--- src/rtl/husky_frame_tx_if.sv ---
// Request and byte-stream signals between the command-set stage, the HuskyLens
// framer and the UART TX byte engine. The framer uses the slave modport.
interface husky_frame_tx_if;
    logic       req_husky_start;
    logic [7:0] req_husky_cmd;
    logic [7:0] req_husky_data_len;
    logic [7:0] req_data_idx;
    logic [7:0] req_data_byte;
    logic       req_husky_done;
    logic       req_husky_err;
    logic [7:0] tx_data;
    logic       tx_valid;
    logic       tx_ready;
    logic       busy;

    modport master (
        output req_husky_start, req_husky_cmd, req_husky_data_len, req_data_byte, tx_ready,
        input  req_data_idx, req_husky_done, req_husky_err, tx_data, tx_valid, busy
    );

    modport slave (
        input  req_husky_start, req_husky_cmd, req_husky_data_len, req_data_byte, tx_ready,
        output req_data_idx, req_husky_done, req_husky_err, tx_data, tx_valid, busy
    );
endinterface

--- src/rtl/husky_frame_tx.sv ---
// HuskyLens request framer: emits 55 AA ADDR len cmd [data] chksum over valid/ready.
// Optional stall timeout is built when HUSKY_TX_TIMEOUT_EN is defined.
//
// state | meaning
// IDLE  | waiting for req_husky_start
// SEND  | streaming frame byte k; tx_valid held high
// DONE  | one cycle; done (and err if rejected/timed out) pulses
// GAP   | GAP_CYCLES cycles with start ignored
module husky_frame_tx #(
    parameter logic [7:0]  HUSKY_ADDR     = 8'h11,
    parameter int unsigned MAX_DATA_LEN   = 16,
    parameter int unsigned GAP_CYCLES     = 2,
    parameter int unsigned TIMEOUT_CYCLES = 50000
) (
    input logic             clk,
    input logic             rst_n,
    husky_frame_tx_if.slave bus
);
    localparam int unsigned GAP_W    = (GAP_CYCLES > 1) ? $clog2(GAP_CYCLES) : 1;
    localparam logic [GAP_W-1:0] GAP_LOAD = (GAP_CYCLES == 0) ? '0 : GAP_W'(GAP_CYCLES - 1);
    localparam logic [7:0]  MAX_LEN8 = 8'(MAX_DATA_LEN);

    // Frame index k must fit in 8 bits and the counter needs a nonzero limit.
    if (MAX_DATA_LEN > 249) begin : g_bad_max_len
        $error("MAX_DATA_LEN too large for an 8-bit frame index");
    end
    if (TIMEOUT_CYCLES < 1) begin : g_bad_timeout
        $error("TIMEOUT_CYCLES must be at least 1");
    end

    typedef enum logic [1:0] {ST_IDLE, ST_SEND, ST_DONE, ST_GAP} state_t;

    state_t           state_q, state_d;
    logic [7:0]       k_q, k_d;
    logic [7:0]       len_q, len_d;
    logic [7:0]       cmd_q, cmd_d;
    logic [7:0]       csum_q, csum_d;
    logic [7:0]       tx_data_q, tx_data_d;
    logic             tx_valid_q, tx_valid_d;
    logic             done_q, done_d;
    logic             err_q, err_d;
    logic [GAP_W-1:0] gap_q, gap_d;

`ifdef HUSKY_TX_TIMEOUT_EN
    localparam int unsigned TO_W = $clog2(TIMEOUT_CYCLES + 1);
    localparam logic [TO_W-1:0] TO_LAST = TO_W'(TIMEOUT_CYCLES - 1);
    logic [TO_W-1:0] to_cnt_q, to_cnt_d;
`endif

    logic       accept;
    logic [7:0] k_next;
    logic [7:0] last_k;
    logic [7:0] csum_next;
    logic [7:0] next_byte;

    always_comb begin
        accept    = tx_valid_q & bus.tx_ready;
        k_next    = k_q + 8'd1;
        last_k    = len_q + 8'd5;
        csum_next = csum_q + tx_data_q;

        // Byte that follows the one currently on tx_data.
        if (k_next == 8'd1)       next_byte = 8'hAA;
        else if (k_next == 8'd2)  next_byte = HUSKY_ADDR;
        else if (k_next == 8'd3)  next_byte = len_q;
        else if (k_next == 8'd4)  next_byte = cmd_q;
        else if (k_next == last_k) next_byte = csum_next;
        else                      next_byte = bus.req_data_byte;
    end

    always_comb begin
        state_d    = state_q;
        k_d        = k_q;
        len_d      = len_q;
        cmd_d      = cmd_q;
        csum_d     = csum_q;
        tx_data_d  = tx_data_q;
        tx_valid_d = tx_valid_q;
        done_d     = 1'b0;
        err_d      = 1'b0;
        gap_d      = gap_q;
`ifdef HUSKY_TX_TIMEOUT_EN
        to_cnt_d   = '0;
`endif

        unique case (state_q)
            ST_IDLE: begin
                if (bus.req_husky_start) begin
                    len_d  = bus.req_husky_data_len;
                    cmd_d  = bus.req_husky_cmd;
                    csum_d = 8'h00;
                    k_d    = 8'd0;
                    if (bus.req_husky_data_len > MAX_LEN8) begin
                        state_d = ST_DONE;
                        done_d  = 1'b1;
                        err_d   = 1'b1;
                    end else begin
                        state_d    = ST_SEND;
                        tx_data_d  = 8'h55;
                        tx_valid_d = 1'b1;
                    end
                end
            end
            ST_SEND: begin
                if (accept) begin
                    csum_d = csum_next;
                    if (k_q == last_k) begin
                        tx_valid_d = 1'b0;
                        k_d        = 8'd0;
                        state_d    = ST_DONE;
                        done_d     = 1'b1;
                    end else begin
                        k_d       = k_next;
                        tx_data_d = next_byte;
                    end
                end
`ifdef HUSKY_TX_TIMEOUT_EN
                else if (to_cnt_q == TO_LAST) begin
                    tx_valid_d = 1'b0;
                    k_d        = 8'd0;
                    state_d    = ST_DONE;
                    done_d     = 1'b1;
                    err_d      = 1'b1;
                end else begin
                    to_cnt_d = to_cnt_q + 1'b1;
                end
`endif
            end
            ST_DONE: begin
                if (GAP_CYCLES == 0) begin
                    state_d = ST_IDLE;
                end else begin
                    state_d = ST_GAP;
                    gap_d   = GAP_LOAD;
                end
            end
            ST_GAP: begin
                if (gap_q == '0) state_d = ST_IDLE;
                else             gap_d   = gap_q - 1'b1;
            end
        endcase
    end

    always_ff @(posedge clk) begin
        if (!rst_n) begin
            state_q    <= ST_IDLE;
            k_q        <= '0;
            len_q      <= '0;
            cmd_q      <= '0;
            csum_q     <= '0;
            tx_data_q  <= '0;
            tx_valid_q <= 1'b0;
            done_q     <= 1'b0;
            err_q      <= 1'b0;
            gap_q      <= '0;
`ifdef HUSKY_TX_TIMEOUT_EN
            to_cnt_q   <= '0;
`endif
        end else begin
            state_q    <= state_d;
            k_q        <= k_d;
            len_q      <= len_d;
            cmd_q      <= cmd_d;
            csum_q     <= csum_d;
            tx_data_q  <= tx_data_d;
            tx_valid_q <= tx_valid_d;
            done_q     <= done_d;
            err_q      <= err_d;
            gap_q      <= gap_d;
`ifdef HUSKY_TX_TIMEOUT_EN
            to_cnt_q   <= to_cnt_d;
`endif
        end
    end

    // Look one byte ahead so the payload byte is ready when byte k is accepted.
    assign bus.req_data_idx   = (state_q == ST_SEND && k_q >= 8'd4 && k_q <= len_q + 8'd3)
                                ? k_q - 8'd4 : 8'd0;
    assign bus.tx_data        = tx_data_q;
    assign bus.tx_valid       = tx_valid_q;
    assign bus.req_husky_done = done_q;
    assign bus.req_husky_err  = err_q;
    assign bus.busy           = (state_q != ST_IDLE);
endmodule
--- src/flat_wrapper.sv ---
// flat-port wrapper written by rule: the top's interface ports become plain ports
module husky_frame_tx_flat 
#(
    parameter logic [7:0]  HUSKY_ADDR     = 8'h11,
    parameter int unsigned MAX_DATA_LEN   = 16,
    parameter int unsigned GAP_CYCLES     = 2,
    parameter int unsigned TIMEOUT_CYCLES = 50000
)
  (clk, rst_n, bus_req_husky_start, bus_req_husky_cmd, bus_req_husky_data_len, bus_req_data_byte, bus_tx_ready, bus_req_data_idx, bus_req_husky_done, bus_req_husky_err, bus_tx_data, bus_tx_valid, bus_busy);
  husky_frame_tx_if bus_i ();
  input logic clk;
  input logic rst_n;
  input wire logic [$bits(bus_i.req_husky_start)-1:0] bus_req_husky_start;
  input wire logic [$bits(bus_i.req_husky_cmd)-1:0] bus_req_husky_cmd;
  input wire logic [$bits(bus_i.req_husky_data_len)-1:0] bus_req_husky_data_len;
  input wire logic [$bits(bus_i.req_data_byte)-1:0] bus_req_data_byte;
  input wire logic [$bits(bus_i.tx_ready)-1:0] bus_tx_ready;
  output wire logic [$bits(bus_i.req_data_idx)-1:0] bus_req_data_idx;
  output wire logic [$bits(bus_i.req_husky_done)-1:0] bus_req_husky_done;
  output wire logic [$bits(bus_i.req_husky_err)-1:0] bus_req_husky_err;
  output wire logic [$bits(bus_i.tx_data)-1:0] bus_tx_data;
  output wire logic [$bits(bus_i.tx_valid)-1:0] bus_tx_valid;
  output wire logic [$bits(bus_i.busy)-1:0] bus_busy;
  assign bus_i.req_husky_start = bus_req_husky_start;
  assign bus_i.req_husky_cmd = bus_req_husky_cmd;
  assign bus_i.req_husky_data_len = bus_req_husky_data_len;
  assign bus_i.req_data_byte = bus_req_data_byte;
  assign bus_i.tx_ready = bus_tx_ready;
  assign bus_req_data_idx = bus_i.req_data_idx;
  assign bus_req_husky_done = bus_i.req_husky_done;
  assign bus_req_husky_err = bus_i.req_husky_err;
  assign bus_tx_data = bus_i.tx_data;
  assign bus_tx_valid = bus_i.tx_valid;
  assign bus_busy = bus_i.busy;
  husky_frame_tx #(.HUSKY_ADDR(HUSKY_ADDR), .MAX_DATA_LEN(MAX_DATA_LEN), .GAP_CYCLES(GAP_CYCLES), .TIMEOUT_CYCLES(TIMEOUT_CYCLES)) u_core (.clk(clk), .rst_n(rst_n), .bus(bus_i));
endmodule
--- config.mk ---
export PLATFORM = sky130hd
export DESIGN_NAME = husky_frame_tx_flat
export DESIGN_NICKNAME = d
export VERILOG_FILES = /design/src/rtl/husky_frame_tx_if.sv /design/src/rtl/husky_frame_tx.sv /design/src/flat_wrapper.sv
export SDC_FILE = /design/constraint.sdc
export NUM_CORES = 1
export LEC_CHECK = 0
export CELL_PAD_IN_SITES_DETAIL_PLACEMENT = 0
export CELL_PAD_IN_SITES_GLOBAL_PLACEMENT = 1
export CORE_MARGIN = 2
export CORE_UTILIZATION = 45
export CTS_CLUSTER_DIAMETER = 150
export DETAILED_ROUTE_END_ITERATION = 12
export PLACE_DENSITY = 0.87
export SYNTH_ARGS = -nofsm -noshare
export SYNTH_HDL_FRONTEND = slang
export SYNTH_SLANG_ARGS = --single-unit
--- constraint.sdc ---
create_clock -name clk -period 3.9 [get_ports clk]
set_input_delay 0.39 -clock clk [delete_from_list [all_inputs] [get_ports clk]]
set_output_delay 0.39 -clock clk [all_outputs]
set_load 0.05 [all_outputs]
==> impl_results.md <==
- CP max stage cell: dlygate4sd2_1
- Port Buffers: 47
- TritonCTS clock tree: built
- Largest family of logic cells by synthesized area: compound AO/OA/AOI/OAI gates
- Root Driver: clkbuf_8
- Antenna violations before repair: 0
- Endpoint arrival time on the critical path: 3.19 ns
- Switching power: between 0.7 and 0.8 mW
- Fin crit period: 3.58 ns
- End point of the critical path: bus_req_data_idx[5]
- WP data required: 3.51 ns
- Worst Path Class, Setup: reg -> out
- Via count: roughly 3500
- Syn Area/Cell: ~8.0 um^2
- IO Pins: 48
- Post-CTS Hold Fix Bufs: 0
- Startpoint types: flip-flop
- Internal Pwr Total: 0.959 mW
- Clock share of power: a little under a fifth
- Worst vdd ir: 0.272 mV
- Unique cell type count in the Yosys netlist: between 70 and 80
- Slew headroom: around half
- DIE WIDTH: between 90 and 100 um
- DIE AREA: a little under 9000 um^2
- Setup TNS: 0 ns
- R2R depth: 8
- # nets final: 561
- Clock latency on the worst-skew pair: 0.31 ns
- CP Buf/Inv Count: 2
- Die height: 94.6 um
- Adder-cell share of the synthesized area: 10.7%
- RePlAce Congestion: 0.861
- Critical path launch point: u_core.len_q[0]
- Slew Limit Fails: 0
- Worst path max stage delay: roughly 0.55 ns
- Total power density per cell area: 390 nW/um^2
- Switching part of the total: 43.1%
- Combinational share of power: 45.6%
- DR DRC count: 0
- Clk_skew: 0.00943 ns
- Clock sinks: between 40 and 50
- DR vias/cell: 5.73
- R2R Setup Slk: between 0.8 and 0.9 ns
- Initial Util: 45.6%
- Most used cell, CP: o21a_1
- Worst-path cell chain: inv_1 > ha_1 > ha_1 > nor2b_1 > o21a_1 > o21a_1 > o21a_1 > o21bai_1 > a22oi_2 > nor3_1 > dlygate4sd2_1
- EDFF count, synth: 0
- Compound-Gate Fraction of Synth Area: 24.1%
- Post-Synth Simple-Gate Area: 22.6%
- Diode count: 0
- Worst-path clk slew: roughly 0.1 ns
- Core area: 8090 um^2
- Layout cell share with drive strength beyond 1: 8.35%
- RSZ-0062 raised after global routing: no
- # setup viols final: 0
- Synth Area in XOR/XNOR: 11.3%
- CTS max path bufs: 2
- Asr flop ratio synth: 0%
- Post-DRT Antenna Nets: 0
- Seq pwr share: between 30% and 40%
- Ys flop type: dfxtp_1
- Htree depth: 2
- Fin crit share: 91.7%
- Top Family by Delay on Critical Path: compound AO/OA/AOI/OAI gates
- Total power: 1.68 mW
- DRT iter0 DRCs: ~140
- #FFs+latches synth: 46
- CP Max Fanout: 8
- Num rows: 33
- Syn Inst Count: 463
- Synth Warn #: 0
- First-pass GRT wire length: 16500 um
- Global route overflow: 0
- Crit end category: primary output
- FMAX: 0.280 GHz
- Vias in the first global route: about 3300
- Leak Pwr: roughly 1.7 nW
- HPWL Detailed: roughly 7700 um
- Drt wl/cell: 16.7 um
- Post-Syn Nets: 522
- Total Wirelength: a little over 10000 um
- Status: finished clean
- Reg2reg end: u_core.bus.tx_data[3]
- Largest net degree at the start of global routing: 28
- Total iterations of the first detailed-routing run: 5
- Mapped Area: 3690 um^2
- Global Route Usage Sum: 23.5%
- Worst slew pin tran: 0.763 ns
- Area growth syn-to-layout: 17.1%
- Crit path depth: 11
- Hold Violations, Final: 0
- Startpoint of the worst-slack reg-to-reg timing path: u_core.k_q[0]
- Setup Fix Bufs, Post-CTS: 0
- Sequential area share after synthesis: 24.9%
- CTS Buf Count: 5
- Mux contribution to synthesized area: less than 1%
- Min-Delay Path Class: reg -> reg
- Reported max-cap violation count: 0
[worst min-delay path by stage]
stage | depth (start not counted) | slack (ns) | from | to
2_1_floorplan | 2 | 0.44 | u_core.cmd_q[7] | u_core.cmd_q[7]
3_3_place_gp | 2 | 0.45 | u_core.cmd_q[3] | u_core.cmd_q[3]
3_5_place_dp | 2 | 0.46 | u_core.cmd_q[7] | u_core.cmd_q[7]
4_1_cts | 2 | 0.47 | u_core.cmd_q[7] | u_core.cmd_q[7]
5_1_grt | 2 | 0.50 | u_core.cmd_q[7] | u_core.cmd_q[7]
6_report | 2 | 0.47 | u_core.cmd_q[5] | u_core.cmd_q[5]
[layer usage]
metal  GRT usage, %  share of wire [%]
met5          0.595                  0
met4           6.64                1.5
met3           3.67                6.0
met2           38.9                 46
met1           31.8                 46
[metrics by stage]
step | setup slack, ns | hold slack, ns | instances | util (%) | cell area [um^2]
6_report | 0.325 | 0.470 | 608 | 53.4 | 4320
5_1_grt | 0.102 | 0.499 | 608 | 53.4 | 4320
4_1_cts | 0.0188 | 0.469 | 608 | 53.3 | 4310
3_5_place_dp | 0.343 | 0.456 | 600 | 52.2 | 4220
3_3_place_gp | 0.408 | 0.446 | 600 | 52.2 | 4220
2_1_floorplan | 0.425 | 0.436 | 463 | - | 3690
[state kept, by name, summed over array words and instances (netlist names)]
name,cells
u_core.csum_q,8
u_core.len_q,8
u_core.state_q,2
u_core.bus.req_husky_err,1
u_core.cmd_q,8
u_core.bus.tx_valid,1
u_core.bus.tx_data,8
u_core.bus.req_husky_done,1
u_core.gap_q,1
u_core.k_q,8
[timing repair]
action / in CTS / in global routing
gates resized for setup: 2 / 4
pin swaps: 0 / 0
setup endpoints to repair: 2 / 5
[area by class of cell]
| cell class | instances | area, um^2 |
|---|---|---|
| Fill cell | 813 | 3770 |
| Clock buffer | 5 | 68.8 |
| Inverter | 20 | 75.1 |
| Clock inverter | 3 | 23.8 |
| Sequential cell | 46 | 921 |
| Multi-Input combinational cell | 372 | 2560 |
| Tap cell | 105 | 131 |
| Timing Repair Buffer | 57 | 543 |
[cell usage in the layout, fill, tap and decap left out, types with 4 or more instances in the layout]
| master | netlist | layout |
|---|---|---|
| a311oi_1 | 5 | 5 |
| nand2_1 | 65 | 65 |
| inv_1 | 19 | 19 |
| and3_1 | 8 | 8 |
| nand3_1 | 9 | 9 |
| nor2_1 | 35 | 35 |
| xor2_1 | 15 | 15 |
| o21ai_1 | 5 | 5 |
| clkbuf_8 | 1 | 5 |
| a22oi_1 | 7 | 6 |
| o21a_1 | 4 | 4 |
| dfxtp_1 | 46 | 46 |
| o21ai_0 | 15 | 15 |
| nand4_1 | 6 | 6 |
| a21oi_1 | 41 | 41 |
| a21o_1 | 7 | 7 |
| clkdlybuf4s50_1 | 0 | 39 |
| xnor2_1 | 18 | 18 |
| a211oi_1 | 5 | 5 |
| nor3_1 | 20 | 20 |
| buf_4 | 2 | 13 |
| ha_1 | 30 | 30 |
[power by group through the flow]
stage	clock, mW	combinational (mW)	sequential [mW]
final	0.317	0.767	0.600
after global routing	0.344	0.845	0.610
after CTS	0.322	0.762	0.601
after detailed placement	0	0.759	0.611
after global placement	0	0.749	0.606
after floorplan	0	0.509	0.630
[synth_stat cells (2+ instances only)]
| master | count | area share [%] |
|---|---|---|
| and2_1 | 3 | 0.51 |
| mux2i_1 | 2 | 0.54 |
| a22oi_1 | 7 | 1.4 |
| a21oi_1 | 41 | 5.6 |
| or3_1 | 2 | 0.34 |
| nor3_1 | 20 | 2.7 |
| clkbuf_1 | 9 | 0.91 |
| nand4b_1 | 2 | 0.47 |
| nand2_1 | 65 | 6.6 |
| buf_6 | 2 | 0.61 |
| o31ai_1 | 3 | 0.61 |
| nand2b_1 | 3 | 0.51 |
| buf_2 | 8 | 1.1 |
| xnor3_1 | 2 | 1.2 |
| buf_1 | 2 | 0.20 |
| nor2_1 | 35 | 3.6 |
| buf_4 | 2 | 0.41 |
| a211o_1 | 2 | 0.47 |
| nand4_1 | 6 | 1.0 |
| xnor2_2 | 2 | 0.88 |
| a31oi_1 | 2 | 0.34 |
| o21ai_1 | 5 | 0.68 |
| o221ai_1 | 2 | 0.47 |
| and3_1 | 8 | 1.4 |
| nor2b_1 | 2 | 0.34 |
| a211oi_1 | 5 | 1.0 |
| a21boi_1 | 3 | 0.61 |
| nand3_1 | 9 | 1.2 |
| o21ai_0 | 15 | 2.0 |
| o211ai_1 | 3 | 0.61 |
| o21bai_1 | 2 | 0.41 |
| o21a_1 | 4 | 0.81 |
| a21boi_0 | 3 | 0.61 |
| nand3b_1 | 2 | 0.41 |
| a311oi_1 | 5 | 1.2 |
| or4_1 | 2 | 0.41 |
| o41ai_1 | 3 | 0.71 |
| a221oi_1 | 3 | 0.71 |
| xnor2_1 | 18 | 4.3 |
| dfxtp_1 | 46 | 25 |
| a21o_1 | 7 | 1.4 |
| xor2_1 | 15 | 3.6 |
| inv_1 | 19 | 1.9 |
| ha_1 | 30 | 10 |
[tightest hold or removal path, delay by kind of cell (launching register included)]
family	cells	cell delay, ns
compound gates	1	0.05
simple gates	1	0.05
flops	1	0.33
[cell families after synthesis]
kind of cell	after synthesis
XOR/XNOR	39
AND/OR/NAND/NOR	170
flip-flops	46
adder cells (fa/ha/maj)	31
multiplexers	2
AO/OA/AOI/OAI	130
buffers and inverters	45
(Power assumes the default switching activity.)
==> variant 1 (config.mk and constraints unchanged) <==
`k_q`, `csum_q` and `tx_data_q` no longer have a reset.
--- a/src/rtl/husky_frame_tx.sv
+++ b/src/rtl/husky_frame_tx.sv
@@ -144,11 +144,8 @@
     always_ff @(posedge clk) begin
         if (!rst_n) begin
             state_q    <= ST_IDLE;
-            k_q        <= '0;
             len_q      <= '0;
             cmd_q      <= '0;
-            csum_q     <= '0;
-            tx_data_q  <= '0;
             tx_valid_q <= 1'b0;
             done_q     <= 1'b0;
             err_q      <= 1'b0;
@@ -158,11 +155,8 @@
 `endif
         end else begin
             state_q    <= state_d;
-            k_q        <= k_d;
             len_q      <= len_d;
             cmd_q      <= cmd_d;
-            csum_q     <= csum_d;
-            tx_data_q  <= tx_data_d;
             tx_valid_q <= tx_valid_d;
             done_q     <= done_d;
             err_q      <= err_d;
@@ -171,6 +165,12 @@
             to_cnt_q   <= to_cnt_d;
 `endif
         end
+    end
+
+    always_ff @(posedge clk) begin
+        k_q       <= k_d;
+        csum_q    <= csum_d;
+        tx_data_q <= tx_data_d;
     end
 
     // Look one byte ahead so the payload byte is ready when byte k is accepted.
Behaviour: not the same (Yosys sat finds a counterexample within 4 cycles, from zero or initial values and one cycle with rst_n low).
==> variant 1 against the unedited design <==
  * Area after synthesis is 5.1% lower
  * Sequential cell count unchanged
  * Routed wire length fell by 19%
  * Worst setup slack improved by 200 ps
  * Design area down 4.3%
  * First-iteration DRC count up 2.9%
  * Highest routed layer unchanged
Power is not compared: it rests on default switching activity, and its combinational part moved more than twofold at a synthesized area within 25%.
==> variant 1: results <==
group,metric,value,unit
outcome,outcome,"completed",
routing,detail_route.wirelength,8215,µm
global_routing,global_route.usage.total,20.18,%
global_routing,grt_start_max_net_pins,23,
synth,synth.area.mux_share,2.820,%
worst_setup_path,r2r-start,"u_core.k_q[1]",
place,placement.cell_area,4031,µm²
global_routing,grt_pass1_wl,13750,µm
routing,route.met3.wl,342,µm
worst_setup_path,path_delay_family,"buffers and inverters",
cells_and_area,finalNetCount,496,
place,placed_cells,533,
place,preCtsSetupSlack,440.6,ps
worst_setup_path,critical-path-max-stage-delay,450,ps
timing,hold-worst-slack,466.4,ps
timing,finalClockSkew,8.614,ps
routing,routedLengthMet1,3991,µm
synth,netlist_instances,400,
synth,synth-seq-area-share,33.13,%
timing,worst_slew_pin_slew,1010,ps
synth,synth_top_cells_by_area,"edfxtp_1 21%, dfxtp_1 13%, ha_1 10%",
routing,wl_per_cell,15.18,µm
worst_setup_path,critPathSlowestCell,"dlymetal6s2s_1",
synth,yosysUniqueCellTypes,62,
synth,synth-edff-count,24,
routing,detail_route.iter0.violations,143,
synth,synth_xor_area_share,10.25,%
cells_and_area,antennaDiodeCount,0,
synth,synthAdderAreaFrac,10.92,%
cells_and_area,post_route_cells_drive_above_1_share,6.606,%
synth,synth_top_area_share,20.56,%
routing,dr_total_vias,2935,
cts,clock_insertion_delay_worst_skew,300,ps
global_routing,met2_usage,33.09,%
worst_setup_path,worst_r2r_endpoint,"u_core.bus.tx_data[3]",
synth,synth_nets,458,
worst_hold_path,min-delay-start,"u_core.cmd_q[3]",
cts,cts_resized,0,
routing,drt-pass1-iter-count,4,
place,finalWeightedCongestion,0.8440,
place,dp_hpwl,6298,µm
routing,met2_length,3790,µm
timing,fmax,0.2962,GHz
global_routing,global_route_track_usage_on_met3,3.205,%
synth,ys_dominant_reg_cell,"edfxtp_1",
[variant 1: how the worst max path moves through the flow]
stage | startpoint | endpoint | cells after the start
6_report | u_core.len_q[0] | bus_req_data_idx[0] | 12
2_1_floorplan | u_core.state_q[0] | u_core.bus.tx_data[0] | 7
4_1_cts | u_core.len_q[0] | bus_req_data_idx[0] | 12
5_1_grt | u_core.len_q[0] | bus_req_data_idx[1] | 12
3_3_place_gp | u_core.len_q[0] | bus_req_data_idx[0] | 12
3_5_place_dp | u_core.len_q[0] | bus_req_data_idx[0] | 12
[variant 1: cell type report]
class                           count  area [µm²]  area share [%]
Sequential cell                    46        1161           28.05
Clock inverter                      3       18.77          0.4534
Timing Repair Buffer               51       520.5           12.58
Multi-Input combinational cell    315        2171           52.45
Tap cell                          102       127.6           3.083
Clock buffer                        5       68.82           1.663
Inverter                           19       71.32           1.723
[variant 1: worst min-delay path: stages (launching register included)]
cell and delay [ps]:
dfxtp_1 320, nand2_1 50, a21oi_1 50
==> variant 2 (config.mk and constraints unchanged) <==
Made on the original files. Add a define of `HUSKY_TX_TIMEOUT_EN`.
--- a/src/rtl/husky_frame_tx.sv
+++ b/src/rtl/husky_frame_tx.sv
@@ -6,6 +6,8 @@
 // SEND  | streaming frame byte k; tx_valid held high
 // DONE  | one cycle; done (and err if rejected/timed out) pulses
 // GAP   | GAP_CYCLES cycles with start ignored
+`define HUSKY_TX_TIMEOUT_EN
+
 module husky_frame_tx #(
     parameter logic [7:0]  HUSKY_ADDR     = 8'h11,
     parameter int unsigned MAX_DATA_LEN   = 16,
Formal check against the unedited RTL: no difference found for any inputs over 4 cycles, from zero or initial values and one cycle with rst_n low; that may be too few to reach the edited logic, so the function may still have changed.
==> variant 2 against the unedited design <==
  * Critical endpoint unchanged
  * Worst setup slack better by 110 ps
  * Design area is 12% higher
  * Routed wire length is 6.6% higher
  * Total power is 28% higher
  * Highest routed layer unchanged
  * Area after synthesis is 14% higher
  * Register-to-register slack worse by 120 ps
  * Sequential cell count is 16 higher
  * Core utilization is 0.57 points lower
  * Sequential power is 34% higher
  * Critical path type unchanged
==> variant 2: results <==
group,metric,value,unit
cts,number_of_buffers_created_by_cts,9,
routing,wl_per_cell,15.80,µm
global_routing,global_route.usage.total,21.86,%
outcome,outcome,"completed",
timing,finalClockSkew,13.62,ps
global_routing,global_route_track_usage_on_met3,3.814,%
cells_and_area,buf_share,9.775,%
global_routing,grt_pass1_vias,3667,
cells_and_area,seq_share,25.65,%
routing,route.met3.wl,518,µm
cells_and_area,post_route_cells_drive_above_1_share,7.853,%
synth,synth-seq-area-share,29.59,%
synth,yosys_register_bits,62,
pwr,internal_power,1.249,mW
cells_and_area,share_of_cell_area_taken_by_multi_input_logic_gates,56.43,%
cells_and_area,fillerInstances,896,
cts,clkTransAtPathRegs,80,ps
die,row_count,35,
pwr,irDropWorstVdd,256.5,µV
cells_and_area,nMultiInputCombCells,423,
synth,synth.cells.most_frequent,"69 x nor2_1, 68 x nand2_1, 62 x dfxtp_1, 42 x a21oi_1, 31 x ha_1",
timing,worst_slew_pin_slew,1245,ps
cts,htree_levels,3,
place,placed_cells,668,
cts,clock_insertion_delay_worst_skew,340,ps
## variant 2: cell types whose count changed after synthesis, sizes merged, moves of 7 or more
| cell | before | now |
|---|---|---|
| nor2 | 35 | 69 |
| clkbuf | 11 | 19 |
| xnor2 | 20 | 29 |
| dfxtp | 46 | 62 |
| nand3 | 10 | 17 |
## variant 2: logic make-up (layout without fill, tap and decap cells)
family                   count (synthesis)  count (layout)  share of synthesized area [%]
AND/OR/NAND/NOR                        209             209                          22.58
AO/OA/AOI/OAI                          128             128                          21.00
flip-flops                              62              62                          29.59
buffers and inverters                   52              88                          5.338
XOR/XNOR                                50              50                          10.77
adder cells (fa/ha/maj)                 32              32                          9.723
multiplexers                             4               4                          1.014
## variant 2: power by group through the flow
stage	Clock (mW)	Sequential (mW)	Combinational, mW
global route	0.539	0.818	0.935
floorplan	0	0.876	0.548
detailed placement	0	0.819	0.850
finish	0.504	0.806	0.854
global placement	0	0.816	0.838
CTS	0.518	0.805	0.853
